--- src/rtl/serial_frame_transmitter.sv ---
// Serial frame transmitter: idle-high line, start bit, port, length, payload, stop bit.
// Sends every field MSB-first and moves one bit on each clkEn pulse.
module serial_frame_transmitter #(
    parameter int PORT_W = 2,
    parameter int LEN_W  = 4,
    parameter int DATA_W = 15
) (
    input  logic              clk,
    input  logic              rst,
    input  logic              clkEn,
    input  logic              Start,
    input  logic [PORT_W-1:0] PortIn,
    input  logic [LEN_W-1:0]  LenIn,
    input  logic [DATA_W-1:0] DataIn,
    output logic              SerOut,
    output logic              Done,
    output logic              FrameDone
);
    // state | meaning
    // IDLE  | line high, ready for a frame
    // START | start bit (0)
    // PORT  | port address bits
    // LEN   | length field bits
    // DATA  | payload bits, L of them
    // STOP  | stop bit (1)
    localparam int CNT_W = $clog2(DATA_W + 1);

    typedef enum logic [2:0] {IDLE, START, PORT, LEN, DATA, STOP} state_t;

    state_t            state;
    logic [PORT_W-1:0] port_sh;
    logic [LEN_W-1:0]  len_sh;
    logic [LEN_W-1:0]  len_q;
    logic [DATA_W-1:0] data_sh;
    logic [CNT_W-1:0]  cnt;

    always_ff @(posedge clk) begin
        if (rst) begin
            state     <= IDLE;
            port_sh   <= '0;
            len_sh    <= '0;
            len_q     <= '0;
            data_sh   <= '0;
            cnt       <= '0;
            FrameDone <= 1'b0;
        end else begin
            FrameDone <= 1'b0;
            if (clkEn) begin
                unique case (state)
                    IDLE: begin
                        if (Start) begin
                            port_sh <= PortIn;
                            len_sh  <= LenIn;
                            len_q   <= LenIn;
                            // left-align the payload so DataIn[L-1] is the first bit out
                            data_sh <= DataIn << (LEN_W'(DATA_W) - LenIn);
                            state   <= START;
                        end
                    end
                    START: begin
                        cnt   <= '0;
                        state <= PORT;
                    end
                    PORT: begin
                        if (cnt == CNT_W'(PORT_W - 1)) begin
                            cnt   <= '0;
                            state <= LEN;
                        end else begin
                            port_sh <= port_sh << 1;
                            cnt     <= cnt + 1'b1;
                        end
                    end
                    LEN: begin
                        if (cnt == CNT_W'(LEN_W - 1)) begin
                            cnt   <= '0;
                            state <= (len_q != '0) ? DATA : STOP;
                        end else begin
                            len_sh <= len_sh << 1;
                            cnt    <= cnt + 1'b1;
                        end
                    end
                    DATA: begin
                        // only reached with len_q >= 1, so len_q-1 cannot underflow
                        if (cnt == CNT_W'(len_q - 1'b1)) begin
                            cnt   <= '0;
                            state <= STOP;
                        end else begin
                            data_sh <= data_sh << 1;
                            cnt     <= cnt + 1'b1;
                        end
                    end
                    STOP: begin
                        state     <= IDLE;
                        FrameDone <= 1'b1;
                    end
                    default: state <= IDLE;
                endcase
            end
        end
    end

    always_comb begin
        SerOut = 1'b1;
        unique case (state)
            IDLE:    SerOut = 1'b1;
            START:   SerOut = 1'b0;
            PORT:    SerOut = port_sh[PORT_W-1];
            LEN:     SerOut = len_sh[LEN_W-1];
            DATA:    SerOut = data_sh[DATA_W-1];
            STOP:    SerOut = 1'b1;
            default: SerOut = 1'b1;
        endcase
    end

    assign Done = (state == IDLE);

endmodule

--- config.mk ---
export PLATFORM = sky130hd
export DESIGN_NAME = serial_frame_transmitter
export DESIGN_NICKNAME = d
export VERILOG_FILES = /design/src/rtl/serial_frame_transmitter.sv
export SDC_FILE = /design/constraint.sdc
export NUM_CORES = 1
export LEC_CHECK = 0
export ABC_AREA = 1
export CORE_UTILIZATION = 59
export CTS_BUF_LIST = sky130_fd_sc_hd__clkbuf_8
export DETAILED_ROUTE_END_ITERATION = 6
export GPL_ROUTABILITY_DRIVEN = 0
export PLACE_DENSITY = 0.88
export SLEW_MARGIN = 20
export SYNTH_ARGS = -nofsm -noshare
export SYNTH_HDL_FRONTEND = slang
export SYNTH_SLANG_ARGS = --single-unit
--- constraint.sdc ---
create_clock -name clk -period 3.65 [get_ports clk]
set_input_delay 1.095 -clock clk [delete_from_list [all_inputs] [get_ports clk]]
set_output_delay 1.095 -clock clk [all_outputs]
set_load 0.05 [all_outputs]
==> After elaboration in Yosys (flattened, before gate mapping) <==
Cells that the tools add are included.
{ "word_totals": {"output_inout_bits": 3, "elab_cells": 61, "register_bits": 33} }
{ "classes": {"bitwise_logic": 1, "shift": 1, "add_sub_neg": 3, "n_reduce_logical": 13, "n_eq_ne": 15, "mux": 21} }
{ "op_table": {"columns": ["operator", "n"], "rows": [
  ["$mux 15", 2],
  ["$pmux 15 s2", 1],
  ["$mux 4", 5],
  ["$pmux 4 s4", 1],
  ["$pmux 3 s5", 1],
  ["$shl 15x4->15", 1],
  ["$ne 2x2->1 const B", 7],
  ["$mux 3", 4],
  ["$reduce_and 4->1", 3],
  ["$pmux 4 s2", 1],
  ["$reduce_bool 4->1", 2],
  ["$eq 3x2->1 const B", 2],
  ["$eq 3x3->1 const B", 2],
  ["$reduce_bool 2->1", 3],
  ["$reduce_and 5->1", 1],
  ["$add 4x1->4 const B", 1],
  ["$eq 4x1->1 const B", 1],
  ["$eq 4x2->1 const B", 1],
  ["$eq 4x4->1", 1],
  ["$mux 2", 2],
  ["$pmux 1 s4", 1],
  ["$pmux 2 s2", 1],
  ["$sub 4x1->4 const B", 1],
  ["$sub 4x4->4 const A", 1],
  ["7 further kinds", 8]
]} }

==> Longest topological paths before layout <==
Gate-level depths: netlist (run 1).
{ "logic_depth": {"ltp_word": 4, "mapped_depth": 14, "depth_no_buf": 14} }

==> Worst setup path after synthesis (run 1) <==
OpenSTA, ideal clock, no wires.
{ "synth_path": {"kind": "reg2out", "from": "register state[0]", "to": "output SerOut", "path_slack_ps": 1117, "t_arrival_ps": 1438, "path_stages_with_launch": 4, "n_path_buf": 0, "path_cell_list": "dfxtp_1 -> nor2_4 -> nand2_1 -> o2111ai_1"} }
{ "synth_via": {"elab_chain_len": 2, "elab_cells_between_ends": 5, "cone_classes": "4 x eq/ne; 1 x mux"} }
{ "synth_rtl": {"columns": ["element", "line", "text"], "rows": [
  ["start, declared", "30", "state_t state;"],
  ["start signal, assigned", "76", "state <= (len_q != '0) ? DATA : STOP;"],
  ["$eq 3x3->1, or another cell as far along", "104", "unique case (state)"],
  ["$pmux 1 s4 (*)", "104", null],
  ["end, declared", "15", "output logic SerOut,"]
]} }
Every way passes the cells marked *; elsewhere a longest branch is shown, timed or not.

==> Worst setup path in the final report (run 1) <==
Same ends and word-level chain as after synthesis.

==> results of run 1 <==
-- routing by layer --
| layer | share of wire, % | routed length (µm) |
|---|---|---|
| met1 | 42 | 2410 |
| met2 | 52 | 2970 |
| met3 | 4.7 | 269 |
| met4 | 1.6 | 93 |
| met5 | 0 | 0 |
-- worst max-delay path by stage --
stage                     startpoint  endpoint  cells after the start
after global placement      state[0]    SerOut                      7
after CTS                   state[0]    SerOut                      7
after global routing        state[0]    SerOut                      7
after detailed placement    state[0]    SerOut                      7
final                       state[0]    SerOut                      7
after floorplan             state[0]    SerOut                      3
-- layout make-up --
class / instances / area [µm²]
tap: 48 / 60.1
clock inverter: 2 / 33.8
timing repair buffer: 31 / 303
multi-input combinational: 296 / 1430
fill: 318 / 1000
sequential: 33 / 661
inverter: 44 / 171
clock buffer: 6 / 82.6
-- what timing repair did --
| action | 4_1_cts | 5_1_grt |
|---|---|---|
| hold buffers | 0 | 0 |
| setup buffers | 0 | 0 |
| endpoints found under the setup margin | 0 | 1 |
| gates resized for setup | 0 | 2 |
-- tightest hold or removal path, cell delays in order, from the launching register on --
cell and delay (ns):
dfxtp_1 0.32, nand2_1 0.06, a21oi_1 0.06
-- kinds of logic after synthesis --
group,after synthesis,synth area share [%]
buffers and inverters,60,11.1
AOI/OAI and AO/OA,75,18.7
adders and majority gates,3,1.60
and+or+nand+nor,215,39.3
xor gates and xnor gates,3,1.12
DFF,33,28.1
-- flip-flops by register name, indices dropped and copies added, names as in the netlist --
| register | flops |
|---|---|
| data_sh | 15 |
| cnt | 4 |
| len_q | 4 |
| len_sh | 4 |
| state | 3 |
| port_sh | 2 |
| FrameDone | 1 |
-- cells in the final DEF (no fill, tap or decap), types with 2 or more instances in the layout --
master             n
nand2_1          126
inv_1             38
o21ai_0           36
nor2_1            36
dfxtp_1           33
nand3_1           33
clkdlybuf4s50_1   26
a21oi_1           16
nand2_2            6
o211ai_1           6
clkbuf_8           6
inv_2              5
nor2_4             4
a31oi_1            4
a21oi_2            4
buf_4              4
xor2_1             3
o21ai_2            3
nor3_1             3
ha_1               3
nor2_2             2
o21a_1             2
nand4_1            2
o2bb2ai_1          2
-- where the power goes --
part / internal (mW) / switching [mW] / leakage [nW]
Combinational: 0.228 / 0.466 / 0.915
Clock: 0.220 / 0.141 / 0.0626
Sequential: 0.440 / 0.0506 / 0.270
==> run summary, run 1 <==
HP Start -> port_sh[0]
Hold slack -> 0.478 ns
Post-route ant nets -> 0
Ys async rst share -> 0%
Most instantiated cells after synthesis -> nand2_1, inv_1, nor2_1, o21ai_0
DRC errors left -> 0
IO Pins -> 28
Worst Hold Depth -> 2
Critical R2R Launch -> len_q[0]
Buf+Inv Stages, Crit Path -> 2
Cts bufs inserted -> 5
Core Area -> 0.00374 mm²
Pin count of the biggest net entering global routing -> 24
R2R setup slack -> 1.77 ns
Slowest cell delay on critical path -> 0.45 ns
Post-Syn Nets -> 417
Final Instance Area -> 0.00274 mm²
Die height -> 65.1 µm
Final period utilization -> 89.4%
Setup WS pre-CTS -> 0.416 ns
Slowest cell on the critical path -> dlymetal6s2s_1
Total power draw -> 1.55 mW
Synth area leader -> dfxtp_1
Slew Limit Fails -> 0
Antenna violations before repair -> 0
Final setup viols -> 0
Vias per cell -> 5.47
CTS Buffer Depth -> 2
Syn-to-layout area delta -> 16.6%
Synth Flop Type -> dfxtp_1
Lkg Pwr -> 1.25 nW
Final HPWL DP -> 4330 µm
Kind of start point of the critical path -> flop
Total grt overflow -> 0
M2 GR Usage -> 55.1%
Grt peak-use layer -> met2
Routed via count -> 2518
Clock skew -> 0.00438 ns
Post-synthesis sequential area ratio -> 28.1%
# diodes -> 0
F_max -> 307 MHz
Top-count cell post-synth -> nand2_1
Initial DRT Pass Iterations -> 5
CTS root buffer -> clkbuf_8
Syn_area_per_cell -> 6.04 µm²
Vias in the first global route -> 2244
Finished Layout Cells -> 460
Port bufs -> 27
CP top delay family -> buffers and inverters
Mapped Area -> 0.00235 mm²
Total placed cells including tap cells -> 452
Worst-Margin Slew -> 0.663 ns
RSZ-0062 raised after global routing -> false
Worst skew pair latency -> 0.29 ns
CTS tree -> yes
First-pass GRT wire length -> 9700 µm
Worst path required time -> 2.55 ns
Worst hold path class -> reg -> reg
Htree depth -> 2
Nets -> 439
Row cnt -> 22
Min cycle time layout -> 3.26 ns
Clk slew on worst S/H paths -> 0.07 ns
Top cells by area, synth -> dfxtp_1, nand2_1, o21ai_0
Crit Path Class -> reg -> out
Worst path most repeated cell -> nand2_1
Run status -> completed
Worst reg2reg path endpoint -> data_sh[7]
Yosys cell types -> 31
Initial Util -> 62.8%
Total track usage -> 29.2%
CP arrival -> 2.17 ns
Pwr/cell area -> 564 mW/mm²
Setup_tns -> 0 ns
Max_slew headroom -> 55.7%
PnR worst setup slack -> 0.388 ns
Chip width -> 65.1 µm
Area after DPL -> 0.00262 mm²
Max Cap Violations -> 0
Yosys warns -> 0
Detailed Route Iter0 Violations -> 138
Endpoints failing hold -> 0
EDFF count, synth -> 0
Hold Path End -> port_sh[0]
GRT met3 Usage -> 4.17%
Synth Register Bits -> 33
Die area -> 0.00424 mm²
Wirelength, routed -> 5740 µm
Peak supply drop -> 0.000356 V
Crit end category -> primary output
Yosys top cell area share -> 28.1%
Cells after Synth -> 389
CP Cell Sequence -> nor2_4 > nand2_1 > clkinvlp_4 > nor2_1 > nand2_1 > o2111ai_1 > dlymetal6s2s_1
Clock sink total -> 33
Met1 Use GR -> 33.7%
Final core occ -> 73.2%
CP max FO -> 16
Wire per inst -> 12.5 µm
Share of layout cells above drive strength 1 -> 9.47%
Reg2Reg Depth -> 10
Note: power is estimated with default switching activity, not from simulation.
==> run 2: changes to the inputs <==
--- a/config.mk
+++ b/config.mk
@@ -11,6 +11,7 @@
 export DETAILED_ROUTE_END_ITERATION = 6
 export GPL_ROUTABILITY_DRIVEN = 0
 export PLACE_DENSITY = 0.88
+export RECOVER_POWER = 25
 export SLEW_MARGIN = 20
 export SYNTH_ARGS = -nofsm -noshare
 export SYNTH_HDL_FRONTEND = slang
==> run 2 against run 1 <==
Power shrank 0.31%. Routed wire length shrank 0.24%. Clock skew is essentially flat. Global-route usage is the same. Combinational power shrank 0.7%. Hold slack is essentially flat. Largest cell class unchanged.
==> run summary, run 2 (synthesis results as in run 1) <==
Run status -> completed
Clock skew -> 0.00469 ns (+0.000310 ns)
Antenna violations before repair -> 0 (unchanged)
# diodes -> 0 (unchanged)
Die height -> 65.1 µm (unchanged)
Share of layout cells above drive strength 1 -> 8.98% (-0.49 points)
Total grt overflow -> 0 (unchanged)
Max Cap Violations -> 0 (unchanged)
Pwr/cell area -> 564 mW/mm² (about the same)
Area after DPL -> 0.00262 mm² (unchanged)
Slowest cell on the critical path -> dlymetal6s2s_1
Cts bufs inserted -> 5 (unchanged)
Die area -> 0.00424 mm² (unchanged)
CP Cell Sequence -> nor2_4 > nand2_1 > clkinvlp_4 > nor2_1 > nand2_1 > o2111ai_1 > dlymetal6s2s_1
Post-route ant nets -> 0 (unchanged)
Clock sink total -> 33 (unchanged)
Slowest cell delay on critical path -> 0.45 ns (about the same)
Pin count of the biggest net entering global routing -> 24 (unchanged)
Syn-to-layout area delta -> 16.2%
First-pass GRT wire length -> 9700 µm (unchanged)
Worst path most repeated cell -> nand2_1
Worst-Margin Slew -> 0.666 ns (+0.00296 ns)
RSZ-0062 raised after global routing -> false
Initial Util -> 62.8% (unchanged)
Endpoints failing hold -> 0 (unchanged)
Setup Buffers After CTS -> 0 (unchanged)
CTS Buffer Depth -> 2 (unchanged)
Commonest non-fill, non-tap cell in the layout -> nand2_1
Final period utilization -> 89.5% (+0.15 points)
CTS root buffer -> clkbuf_8
Wirelength, routed -> 5720 µm (-0.24%)
Max_slew headroom -> 55.5% (-0.20 points)
Worst hold path class -> reg -> reg
Post-CTS Hold Buffers -> 0 (unchanged)
Crit Path Class -> reg -> out
Htree depth -> 2 (unchanged)
Setup crit start -> state[0]
Port bufs -> 27 (unchanged)
Routed via count -> 2508 (-0.40%)
Setup_tns -> 0 ns (unchanged)
Worst path required time -> 2.55 ns (about the same)
Wire per inst -> 12.4 µm (-0.24%)
CP arrival -> 2.17 ns (about the same)
Total power draw -> 1.54 mW (-0.31%)
Final core occ -> 73.0% (-0.20 points)
Max FFs per register -> 15 (unchanged)
Crit end category -> primary output
Clk slew on worst S/H paths -> 0.07 ns (about the same)
Setup WS pre-CTS -> 0.416 ns (unchanged)
Initial DRT Pass Iterations -> 4 (-1)
Reg with most FFs -> data_sh
Vias per cell -> 5.45 (-0.40%)
Slew Limit Fails -> 0 (unchanged)
Chip width -> 65.1 µm (unchanged)
F_max -> 306 MHz (-0.17%)
Row cnt -> 22 (unchanged)
CTS tree -> yes
Kind of start point of the critical path -> flop
Final HPWL DP -> 4330 µm (unchanged)
Most frequent cells in the layout -> nand2_1, inv_1, nor2_1, o21ai_0
Peak supply drop -> 0.000356 V (-0.12%)
Lkg Pwr -> 1.25 nW (about the same)
CP max FO -> 16 (unchanged)
Min cycle time layout -> 3.27 ns (+0.00552 ns)
Nets -> 439 (unchanged)
Worst skew pair latency -> 0.29 ns (about the same)
Final Instance Area -> 0.00273 mm² (-0.27%)
Vias in the first global route -> 2244 (unchanged)
Finished Layout Cells -> 460 (unchanged)
Total track usage -> 29.2% (unchanged)
HP Start -> port_sh[0]
Hold slack -> 0.478 ns (-0.00000600 ns)
Final setup viols -> 0 (unchanged)
PnR worst setup slack -> 0.383 ns (-0.00552 ns)
Critical R2R Launch -> len_q[0]
Total placed cells including tap cells -> 452 (unchanged)
DRC errors left -> 0 (unchanged)
IO Pins -> 28 (unchanged)
Core Area -> 0.00374 mm² (unchanged)
Detailed Route Iter0 Violations -> 140 (+1.4%)
## run 2: changes by cell type in the layout (fill, tap and decap cells not counted)
cell,before,now
clkdlybuf4s50_1,26,25
dlygate4sd3_1,0,1
inv_1,38,39
inv_2,5,4
nor2_1,36,37
nor2_4,4,3
## run 2: final timing paths
check / end / slack (ns) / cells past startpoint
worst min register to register: port_sh[0] / 0.48 / 2
worst min-delay path: port_sh[0] / 0.48 / 2
worst max-delay path: SerOut / 0.38 / 7
worst max register to register: data_sh[7] / 1.77 / 10
## run 2: repair_timing
item	in CTS	in global routing
hold endpoints to repair	0	0
gates resized for setup	0	2
setup endpoints to repair	0	1
## run 2: final cells by class
cell class                      count  area [µm²]
Timing Repair Buffer               31         303
Tap cell                           48        60.1
Inverter                           44         171
Multi-Input combinational cell    296        1420
Clock inverter                      2        33.8
Clock buffer                        6        82.6
Sequential cell                    33         661
Fill cell                         318        1010
## run 2: power by group
group,leakage (nW),switching (mW),internal [mW]
Clock,0.0626,0.141,0.220
Combinational,0.916,0.463,0.226
Sequential,0.270,0.0505,0.440
Total,1.25,0.655,0.886
## run 2: critical path, delay by kind of cell, from the launching register on
| kind | cells | cell delay [ns] |
|---|---|---|
| AND/OR/NAND/NOR | 4 | 0.61 |
| AO/OA/AOI/OAI | 1 | 0.09 |
| buffers and inverters | 2 | 0.78 |
| flip-flops | 1 | 0.41 |
## run 2: metal layers
layer / vias up / global-route usage (%) / share of wire, %
li1: 1300 / - / -
met3: 12 / 4.17 / 4.7
met4: 0 / 8.97 / 1.6
met1: 1120 / 33.7 / 42
met5: - / 0 / 0
met2: 76 / 55.1 / 52
==> run 3: changes to the inputs <==
--- a/config.mk
+++ b/config.mk
@@ -6,10 +6,12 @@
 export NUM_CORES = 1
 export LEC_CHECK = 0
 export ABC_AREA = 1
+export CORE_ASPECT_RATIO = 0.9
 export CORE_UTILIZATION = 59
 export CTS_BUF_LIST = sky130_fd_sc_hd__clkbuf_8
 export DETAILED_ROUTE_END_ITERATION = 6
 export GPL_ROUTABILITY_DRIVEN = 0
+export GPL_TIMING_DRIVEN = 0
 export PLACE_DENSITY = 0.88
 export RECOVER_POWER = 25
 export SLEW_MARGIN = 20
==> run 3 against run 2 <==
Non-clock buffer count increased by 11. Maximum frequency decreased by 4.8%. Clock skew about the same. Power decreased by 2.2%. Worst setup slack got worse by 0.17 ns. Combinational power increased by 6.2%. Routed wire length increased by 4.5%. Global-route usage increased by 0.13 points. Sequential share of layout area decreased by 0.13 points. Register-to-register slack improved by 0.06 ns. Hold slack got worse by 0.0023 ns. Sequential cell count unchanged.
==> run summary, run 3 (synthesis results as in run 1) <==
Reg with most FFs -> data_sh
Setup Buffers After CTS -> 0 (unchanged)
Routed via count -> 2595 (+3.5%)
Wirelength, routed -> 5980 µm (+4.5%)
Internal power -> 0.839 mW (-5.3%)
Antenna violations before repair -> 0 (unchanged)
Kind of start point of the critical path -> flop
F_max -> 291 MHz (-4.8%)
CP arrival -> 2.34 ns (+0.17 ns)
Part of the power in registers -> 32.7% (+0.9 points)
Slew Limit Fails -> 0 (unchanged)
Max_slew headroom -> 53.9% (-1.7 points)
Htree depth -> 2 (unchanged)
Post-route ant nets -> 0 (unchanged)
Chip width -> 68.5 µm (+5.2%)
Row cnt -> 21 (-4.5%)
Vias per cell -> 5.54 (+1.7%)
Post-CTS Hold Buffers -> 0 (unchanged)
Nets -> 450 (+2.5%)
Routed met2 length -> 2480 µm (-16%)
Port bufs -> 26 (-3.7%)
Cts bufs inserted -> 5 (unchanged)
CP max FO -> 7 (-9)
Lkg Pwr -> 1.26 nW (+1.3%)
Die area -> 0.00424 mm² (about the same)
Core Area -> 0.00376 mm² (+0.37%)
Clk slew on worst S/H paths -> 0.07 ns (about the same)
RSZ-0062 raised after global routing -> false
Initial Util -> 62.5% (-0.23 points)
Worst hold path class -> reg -> reg
Total grt overflow -> 0 (unchanged)
Setup_tns -> 0 ns (unchanged)
Sw power -> 0.667 mW (+1.9%)
# resized after CTS -> 0 (unchanged)
CTS root buffer -> clkbuf_8
Vias in the first global route -> 2058 (-8.3%)
Sw Ratio -> 44.3% (+1.8 points)
Worst path required time -> 2.55 ns (about the same)
Setup crit start -> state[0]
Final period utilization -> 94.1% (+4.5 points)
Commonest non-fill, non-tap cell in the layout -> nand2_1
Clock skew -> 0.00491 ns (+0.000217 ns)
Share of layout cells above drive strength 1 -> 9.72% (+0.74 points)
Pin count of the biggest net entering global routing -> 11 (-54%)
DRC errors left -> 0 (unchanged)
Max Cap Violations -> 0 (unchanged)
# diodes -> 0 (unchanged)
Worst-Margin Slew -> 0.692 ns (+0.0257 ns)
Top sig layer -> met4
Met3 WL -> 598 µm (+120%)
Critical R2R Launch -> state[2]
Clock sink total -> 33 (unchanged)
Detailed Route Iter0 Violations -> 254 (+81%)
Endpoints failing hold -> 0 (unchanged)
Total power draw -> 1.51 mW (-2.2%)
HP Start -> data_sh[3]
Final setup viols -> 0 (unchanged)
Pwr/cell area -> 549 mW/mm² (-2.8%)
Final core occ -> 73.1% (+0.13 points)
CTS tree -> yes
Peak supply drop -> 0.000350 V (-1.7%)
First-pass GRT wire length -> 9230 µm (-4.9%)
Clock power frac -> 18.7% (-4.7 points)
Setup WS pre-CTS -> 0.562 ns (+0.146 ns)
Max FFs per register -> 15 (unchanged)
Syn-to-layout area delta -> 16.9%
Crit end category -> primary output
Run status -> completed
Die height -> 61.9 µm (-5.0%)
PnR worst setup slack -> 0.217 ns (-0.166 ns)
IO Pins -> 28 (unchanged)
CTS Buffer Depth -> 2 (unchanged)
Wire per inst -> 12.8 µm (+2.7%)
Crit Path Class -> reg -> out
Worst skew pair latency -> 0.29 ns (about the same)
Gate power share -> 48.6% (+3.9 points)
Final HPWL DP -> 4450 µm (+2.8%)
Total track usage -> 29.4% (+0.13 points)
Hold slack -> 0.475 ns (-0.00231 ns)
Initial DRT Pass Iterations -> 6 (+2)
Min cycle time layout -> 3.43 ns (+0.166 ns)
Met1 wire length -> 2830 µm (+18%)
Most frequent cells in the layout -> nand2_1, inv_1, nor2_1, o21ai_0
[run 3: changes by cell type in the layout (fill, tap and decap cells not counted)]
cell / delta
buf_12: +1
buf_2: +5
buf_4: -1
bufinv_16: -1
clkbuf_1: +7
clkdlybuf4s50_1: -1
clkinvlp_4: -1
dlygate4sd3_1: +1
dlymetal6s2s_1: -1
inv_2: +1
[run 3: worst max-delay path: stages (launching register included)]
cell and delay, ns:
dfxtp_1 0.43, nor2_4 0.08, nand2_1 0.16, inv_1 0.16, nor2_1 0.17, nand2_1 0.11
o2111ai_1 0.10, clkdlybuf4s50_1 0.83
[run 3: path summary, 6_finish.rpt]
| check | to | slack [ns] | depth (start not counted) |
|---|---|---|---|
| hold reg to reg | data_sh[3] | 0.48 | 2 |
| hold / removal | data_sh[3] | 0.48 | 2 |
| setup reg to reg | data_sh[6] | 1.83 | 10 |
| setup / recovery | SerOut | 0.22 | 7 |
[run 3: cell type report]
type / instances / area (µm²)
well taps: 46 / 57.6
plain buffers: 16 / 93.8
clock buffers: 6 / 82.6
clock inverters: 1 / 3.75
repair buffers: 26 / 260
multi-input cells: 296 / 1420
fillers: 321 / 1010
inverters: 44 / 168
flip-flops and latches: 33 / 661
[run 3: metrics by stage]
step                area [µm²]  std cells
finish                    2750        468
detailed placement        2670        461
CTS                       2750        468
global placement          2670        461
global route              2750        468
floorplan                 2350        389
[run 3: metal layers]
metal	track usage, %	vias up
li1	-	1313
met1	44.0	1133
met2	42.0	140
met3	5.47	9
met4	8.93	0
met5	0	-
[run 3: power groups by stage]
stage	sequential (mW)	combinational, mW	clock, mW
2_1_floorplan	0.488	0.548	0
3_3_place_gp	0.497	0.703	0
3_5_place_dp	0.500	0.718	0
4_1_cts	0.492	0.722	0.279
5_1_grt	0.501	0.803	0.296
6_report	0.493	0.732	0.281
